==> src/rtl/bec_seq_ctrl.sv <==
// bec_seq_ctrl: host-side sequencer for a big-operand compute core.
// Streams 2*WORDS operand words into the core, starts it, watches for
// completion with a timeout watchdog, and serves result words back to the host.
module bec_seq_ctrl #(
    parameter int WORDS = 6,
    parameter int TMO   = 4095
) (
    input  logic                           wb_clk_i,
    input  logic                           wb_rst_i,
    input  logic                           host_valid,
    output logic                           host_ready,
    input  logic [1:0]                     host_op,
    input  logic [31:0]                    host_wdata,
    output logic [31:0]                    host_rdata,
    output logic                           host_rvalid,
    output logic [3:0]                     status,
    output logic                           irq,
    output logic                           core_wr_en,
    output logic [$clog2(2*WORDS)-1:0]     core_wr_addr,
    output logic [31:0]                    core_wr_data,
    output logic                           core_start,
    input  logic                           core_done,
    output logic [$clog2(WORDS)-1:0]       core_rd_addr,
    input  logic [31:0]                    core_rd_data
);

    localparam int AW = $clog2(2*WORDS);
    localparam int RW = $clog2(WORDS);
    localparam int PW = $clog2(2*WORDS+1);   // wptr must be able to hold 2*WORDS
    localparam int CW = $clog2(TMO+1);

    localparam logic [1:0] OP_LOAD  = 2'b00;
    localparam logic [1:0] OP_START = 2'b01;
    localparam logic [1:0] OP_READ  = 2'b10;
    localparam logic [1:0] OP_CLEAR = 2'b11;

    typedef enum logic [1:0] {IDLE, WAIT, DONE, ERR} state_t;

    state_t          state_q, state_d;
    logic [PW-1:0]   wptr_q, wptr_d;
    logic [RW-1:0]   rptr_q, rptr_d;
    logic [CW-1:0]   cnt_q, cnt_d;
    logic            done_q, done_d;
    logic            eseq_q, eseq_d;
    logic            etmo_q, etmo_d;
    logic            wr_en_q, wr_en_d;
    logic [AW-1:0]   wr_addr_q, wr_addr_d;
    logic [31:0]     wr_data_q, wr_data_d;
    logic            start_q, start_d;
    logic            irq_q, irq_d;
    logic            rvalid_q, rvalid_d;
    logic            rdbusy_q, rdbusy_d;   // blocks the host for one cycle after any READ
    logic            acc;
    logic            full;
    logic            clr;

    assign acc  = host_valid && host_ready;
    assign full = (wptr_q == PW'(2*WORDS));

    // Next-state and output decode; every target defaults to hold or idle first
    always_comb begin
        state_d   = state_q;
        wptr_d    = wptr_q;
        rptr_d    = rptr_q;
        cnt_d     = cnt_q;
        done_d    = done_q;
        eseq_d    = eseq_q;
        etmo_d    = etmo_q;
        wr_en_d   = 1'b0;
        wr_addr_d = wr_addr_q;
        wr_data_d = wr_data_q;
        start_d   = 1'b0;
        irq_d     = 1'b0;
        rvalid_d  = 1'b0;
        rdbusy_d  = 1'b0;
        clr       = 1'b0;

        case (state_q)
            IDLE: if (acc) begin
                case (host_op)
                    OP_LOAD: begin
                        if (!full) begin
                            wr_en_d   = 1'b1;
                            wr_addr_d = wptr_q[AW-1:0];
                            wr_data_d = host_wdata;
                            wptr_d    = wptr_q + PW'(1);
                        end else begin
                            eseq_d = 1'b1;
                        end
                    end
                    OP_START: begin
                        if (full) begin
                            start_d = 1'b1;
                            cnt_d   = '0;
                            state_d = WAIT;
                        end else begin
                            eseq_d = 1'b1;
                        end
                    end
                    OP_READ: begin
                        eseq_d   = 1'b1;
                        rdbusy_d = 1'b1;
                    end
                    default: clr = 1'b1;
                endcase
            end
            WAIT: begin
                // completion wins over a timeout landing in the same cycle
                if (core_done) begin
                    state_d = DONE;
                    done_d  = 1'b1;
                    rptr_d  = '0;
                    cnt_d   = '0;
                    irq_d   = 1'b1;
                end else if (cnt_q == CW'(TMO-1)) begin
                    state_d = ERR;
                    etmo_d  = 1'b1;
                    irq_d   = 1'b1;
                    cnt_d   = CW'(TMO);
                end else begin
                    cnt_d = cnt_q + CW'(1);
                end
            end
            DONE: if (acc) begin
                case (host_op)
                    OP_READ: begin
                        // core samples rptr at this edge; data returns next cycle
                        rvalid_d = 1'b1;
                        rdbusy_d = 1'b1;
                        rptr_d   = (rptr_q == RW'(WORDS-1)) ? '0 : rptr_q + RW'(1);
                    end
                    OP_CLEAR: clr = 1'b1;
                    default:  eseq_d = 1'b1;
                endcase
            end
            default: if (acc) begin   // ERR
                case (host_op)
                    OP_CLEAR: clr = 1'b1;
                    OP_READ: begin
                        eseq_d   = 1'b1;
                        rdbusy_d = 1'b1;
                    end
                    default:  eseq_d = 1'b1;
                endcase
            end
        endcase

        if (clr) begin
            state_d = IDLE;
            wptr_d  = '0;
            rptr_d  = '0;
            cnt_d   = '0;
            done_d  = 1'b0;
            eseq_d  = 1'b0;
            etmo_d  = 1'b0;
        end
    end

    // State, pointer, flag and registered-output update with synchronous reset
    always_ff @(posedge wb_clk_i) begin
        if (wb_rst_i) begin
            state_q   <= IDLE;
            wptr_q    <= '0;
            rptr_q    <= '0;
            cnt_q     <= '0;
            done_q    <= 1'b0;
            eseq_q    <= 1'b0;
            etmo_q    <= 1'b0;
            wr_en_q   <= 1'b0;
            wr_addr_q <= '0;
            wr_data_q <= '0;
            start_q   <= 1'b0;
            irq_q     <= 1'b0;
            rvalid_q  <= 1'b0;
            rdbusy_q  <= 1'b0;
        end else begin
            state_q   <= state_d;
            wptr_q    <= wptr_d;
            rptr_q    <= rptr_d;
            cnt_q     <= cnt_d;
            done_q    <= done_d;
            eseq_q    <= eseq_d;
            etmo_q    <= etmo_d;
            wr_en_q   <= wr_en_d;
            wr_addr_q <= wr_addr_d;
            wr_data_q <= wr_data_d;
            start_q   <= start_d;
            irq_q     <= irq_d;
            rvalid_q  <= rvalid_d;
            rdbusy_q  <= rdbusy_d;
        end
    end

    assign host_ready   = (state_q != WAIT) && !rdbusy_q;
    assign host_rvalid  = rvalid_q;
    assign host_rdata   = rvalid_q ? core_rd_data : 32'h0;
    assign status       = {etmo_q, eseq_q, done_q, state_q == WAIT};
    assign irq          = irq_q;
    assign core_wr_en   = wr_en_q;
    assign core_wr_addr = wr_addr_q;
    assign core_wr_data = wr_data_q;
    assign core_start   = start_q;
    assign core_rd_addr = rptr_q;

endmodule

==> config.mk <==
export PLATFORM = sky130hd
export DESIGN_NAME = bec_seq_ctrl
export DESIGN_NICKNAME = d
export VERILOG_FILES = /design/src/rtl/bec_seq_ctrl.sv
export SDC_FILE = /design/constraint.sdc
export NUM_CORES = 1
export LEC_CHECK = 0
export CAP_MARGIN = 30
export CORE_ASPECT_RATIO = 1.2
export CORE_MARGIN = 4
export CORE_UTILIZATION = 40
export CTS_CLUSTER_DIAMETER = 150
export DETAILED_ROUTE_END_ITERATION = 16
export HOLD_SLACK_MARGIN = 0.15
export PLACE_DENSITY_LB_ADDON = 0.1
export SYNTH_ARGS = -nofsm -noshare
export SYNTH_HDL_FRONTEND = slang
export SYNTH_SLANG_ARGS = --single-unit
==> constraint.sdc <==
create_clock -name wb_clk_i -period 2 [get_ports wb_clk_i]
set_input_delay 0.4 -clock wb_clk_i [delete_from_list [all_inputs] [get_ports wb_clk_i]]
set_output_delay 0.4 -clock wb_clk_i [all_outputs]
set_load 0.01 [all_outputs]
# Word level (Yosys, flattened, before mapping)
# Index checks and enable logic that the tools add are counted.
# word_totals
regBits,65
wordCells,106
in_bits,70
mem_bits_rw,0
out_inout_bits,80
latch_bits,0
n_memories,0
rom_bits,0
# op_classes
magnitude_cmp,0
n_bitwise,8
n_mux,38
n_eq_ne,21
n_mul,0
shifts,0
add_sub_neg,3
n_reduce_logical,22
div,0
# op_table
operator,count
two-way mux 12 bit,5
two-way mux 32 bit,1
case mux 12 bit (2 select lines),1
two-way mux 1 bit,17
adder 12 x 1 -> 12 bit (second input constant),1
equality test 12 bit (second input constant),1
two-way mux 3 bit,4
AND reduction 4 bit,3
two-way mux 2 bit,5
OR reduction 2 bit,5
inequality test 2 x 1 -> 1 bit (second input constant),4
inequality test 2 bit (second input constant),4
inverter 1 bit,8
OR reduction 4 bit,2
AND reduction 7 bit,1
equality test 2 bit (second input constant),3
inequality test 3 x 1 -> 1 bit (second input constant),2
inequality test 3 bit (second input constant),2
case mux 1 bit (3 select lines),2
case mux 3 bit (2 select lines),1
AND reduction 5 bit,1
adder 4 x 1 -> 4 bit (second input constant),1
equality test 2 x 1 -> 1 bit (second input constant),2
equality test 4 bit (second input constant),1
12 further kinds,15

# Depth between registers and ports, before layout
# depth
word_depth,6
ltp_mapped,8
ltp_nobuf,6

# Worst setup path after synthesis
# No wires, ideal clock.
# synth_path
path_type,input to register
from,input host_op[0]
to,"register rptr_q[2], in the netlist core_rd_addr[2]"
required_time_ns,1.930
cell_stages,6
n_path_buf,0
setup_slack_ns,0.452
setup_ns,0.070
arrival_ns,1.478
path_cell_list,inv_1 > ha_1 > and2b_2 > nand4_1 > or3b_2 > a21oi_1
# synth_between
elab_chain_len,6
elab_cells_between_ends,13
classes_between,eq/ne: 4; mux: 5; reduce/logical: 4
# synth_rtl
element,line,rtl
from (decl),12,"input logic [1:0] host_op,"
equality test 2 bit (tied with other cells),"80, 125",
OR reduction 3 bit (no line),--,
two-way mux 1 bit,80,case (host_op)
two-way mux 1 bit,79,IDLE: if (acc) begin
case mux 1 bit (2 select lines),78,case (state_q)
OR reduction 2 bit (no line),--,
to (signal assigned),179,rptr_q <= rptr_d;
to (decl),41,"logic [RW-1:0] rptr_q, rptr_d;"
# Several ways; a longest one is shown, not always the timed one.
# A chain may end at the register's enable or synchronous reset.

# Worst setup path in the final report
# layout_path
from,input core_rd_data[19]
to,output host_rdata[19]
# layout_between
elab_chain_len,1
# layout_rtl
element,line,rtl
from (decl),24,input logic [31:0] core_rd_data
two-way mux 32 bit,196,assign host_rdata = rvalid_q ? core_rd_data : 32'h0;
to (decl),14,"output logic [31:0] host_rdata,"
# No other way between the ends.

==> reports/metrics.yaml <==
run_status:
  status: "finished clean"
yosys:
  synth_ff_type: "dfxtp_1"
  syn_nets: 447
  ys_async_sr_fraction: 0
  synthMuxAreaShare: 0.007209
  synth_area_um2: 2950
  synth.area.top_cells: "dfxtp_1 (44%), nand2_1 (10%), a21oi_1 (9.0%)"
  synth_top_cell_area_share: 0.4411
  yosysMostFrequentCell: "nand2_1"
  synth-simple-area-share: 0.2926
  synth_top_cell_by_area: "dfxtp_1"
  synth_commonest_cells: "nand2_1 (79), dfxtp_1 (65), a21oi_1 (53)"
  synth-compound-area-share: 0.1569
  synth_xor_area_frac: 0.008906
  synth-seq-cells: 65
  synth_top_family_by_area: "simple AND/OR/NAND/NOR gates"
  yosysSeqAreaShare: 0.4411
  synth_adder_area_share: 0.03393
  synth_warnings: 0
  synth-edff-count: 0
  syn_avg_cell_area_um2: 7.995
  syn_inst: 369
  ys_types: 47
worst_setup_path:
  end_kind: "primary output"
  critical_path_buf_inv_count: 2
  crit_fanout: 1
  critPathKind: "input pin to primary output"
  path_cells: "clkdlybuf4s50_1, and2_1, clkdlybuf4s50_1"
  max_stage_delay_ns: 0.53
  critPathMostFrequentCell: "clkdlybuf4s50_1"
  start_kind: "input pin"
  arrival_ns: 1.55
  cp.depth: 3
  critical_path.top_delay_family: "buffers and inverters"
  reg2reg_depth: 5
  cp_slowest_cell: "clkdlybuf4s50_1"
  cp.required_ns: 1.60
floorplanning:
  core_area_um2: 7232
  die-area_um2: 8820
  initial_utilization: 0.4080
  fp.dieH_um: 102.1
  ios: 150
  die_w_um: 86.40
  rows: 34
placed_design:
  post-place-ws_ns: -0.1475
  gp_congestion: 0.8407
  dpl.cell_count: 600
  numPortBuffers: 149
  dpl.hpwl_mm: 6.680
global_route:
  busiest_layer: "met2"
  grt_max_degree: 39
  grt_pass1_vias: 2863
  met1_usage: 0.2486
  overflow: 0
  grt_pass1_wl_mm: 14.13
  use_met2: 0.3498
  grt_use_total: 0.1995
  grt_antenna_before_repair: 0
  gr-usage-met3: 0.02984
timing:
  max_freq_mhz: 513.5
  rsz0062_at_grt: "false"
  period_minus_slack_ns: 1.948
  hold_violations: 0
  relSlewSlack: 0.6481
  layout_setup_ws_ns: 0.05248
  setup_viol: 0
  drv_slew: 0
  tightest_slew_ns: 0.5279
  skew_ns: 0.007535
  finalCritPeriodShare: 0.9738
cts:
  clockBufferDepth: 2
  cts_buffers: 9
  clockRootBuffer: "clkbuf_8"
  post_cts_resized: 3
  cts.sinks: 65
  clock_latency_ns: 0.33
  htreeDepth: 3
  holdBufCountCts: 0
  clkTransAtPathRegs_ns: 0.07
  cts_setup_buffers: 0
  cts_tree: "done"
cells_and_area:
  syn_to_final_growth_pct: 60.81
  ff_latch_area_um2: 1301
  drive_above_1_share: 0.07224
  multi_input_area_um2: 1474
  stdcell_count: 616
  fin_nets: 599
  n_antenna_cell: 0
  nFillCells: 657
power_and_ir_drop:
  power_density_nw_per_um2: 554.5
  ir_drop_mv: 0.3733
  power.leakage_nw: 1.733
route:
  drcViolationCount: 0
  ant_nets: 0
  drt_iter0_drc: 129
  dr.pass1.iters: 4
  avgViaCountPerCell: 4.959
  wl_per_cell_um: 14.40
  dr_total_vias: 3055
  wirelength_mm: 8.869
worst_hold_path:
  hp-class: "flip-flop to flip-flop"
  hold_path_depth: 2
run:
  drv_cap: 0
power breakdown:
part           leakage [nW]  switching (mW)  total, mW  internal, mW
Sequential            0.526          0.0135       1.33          1.32
Combinational          1.12           0.114      0.309         0.195
Clock                0.0867           0.470      0.988         0.518
routing by layer:
metal,vias to the layer above,part of all wire
met5,-,0
met4,0,0.015
met3,15,0.055
met2,96,0.51
met1,1390,0.42
li1,1554,-
metrics by stage:
step,area [um2],hold WS [ns],utilization,TNS (ns),power (mW)
2_1_floorplan,2950,0.4259,-,0,1.461
3_3_place_gp,4557,0.4408,0.6301,-0.2025,1.670
3_5_place_dp,4557,0.4453,0.6301,-1.845,1.673
4_1_cts,4733,0.4545,0.6545,0,2.662
5_1_grt,4745,0.4696,0.6561,0,2.747
6_report,4745,0.4514,0.6561,0,2.631
final timing paths:
kind,slack (ns),start,end
worst max-delay path,0.05,core_rd_data[19],host_rdata[19]
worst min-delay path,0.45,etmo_q,etmo_q
worst max register to register,0.30,state_q[0],cnt_q[6]
worst min register to register,0.45,etmo_q,etmo_q
kinds of logic (layout without fill, tap and decap cells):
family / count (synthesis) / after routing
muxes: 2 / 2
AOI/OAI and AO/OA: 83 / 83
DFF: 65 / 65
xor gates and xnor gates: 3 / 3
buffers and inverters: 35 / 192
and+or+nand+nor: 173 / 173
adders and majority gates: 8 / 8
cell type report:
class | instances | share of cell area
inverters | 10 | 0.007911
multi-input cells | 269 | 0.3107
flip-flops and latches | 65 | 0.2743
well taps | 90 | 0.02373
clock inverters | 2 | 0.002637
clock buffers | 14 | 0.03428
repair buffers | 166 | 0.3465
cells in the final DEF, fill, tap and decap left out, types with 3 or more instances in the layout:
master	n
clkdlybuf4s50_1	146
nor2_1	18
a21oi_1	53
and2_1	32
a31oi_1	5
buf_4	15
clkbuf_1	3
clkbuf_8	11
nand2_1	79
o21ai_0	12
dfxtp_1	65
nand4_1	8
nor3_1	4
nand3_1	8
inv_1	10
ha_1	8
and3_1	5
sequential cells by signal (all words and copies together) (netlist names):
signal,cells
core_wr_data,32
cnt_q,12
core_wr_addr,4
wptr_q,4
core_rd_addr,3
state_q,2
core_start,1
core_wr_en,1
done_q,1
eseq_q,1
etmo_q,1
host_rvalid,1
irq,1
rdbusy_q,1
worst register-to-register path, cell delays in order (launching register included):
cell and delay (ns):
dfxtp_1 0.33, buf_4 0.16, or3b_1 0.51, nor2_1 0.23
a31oi_1 0.12, a211oi_1 0.26
(Power assumes the default switching activity.)
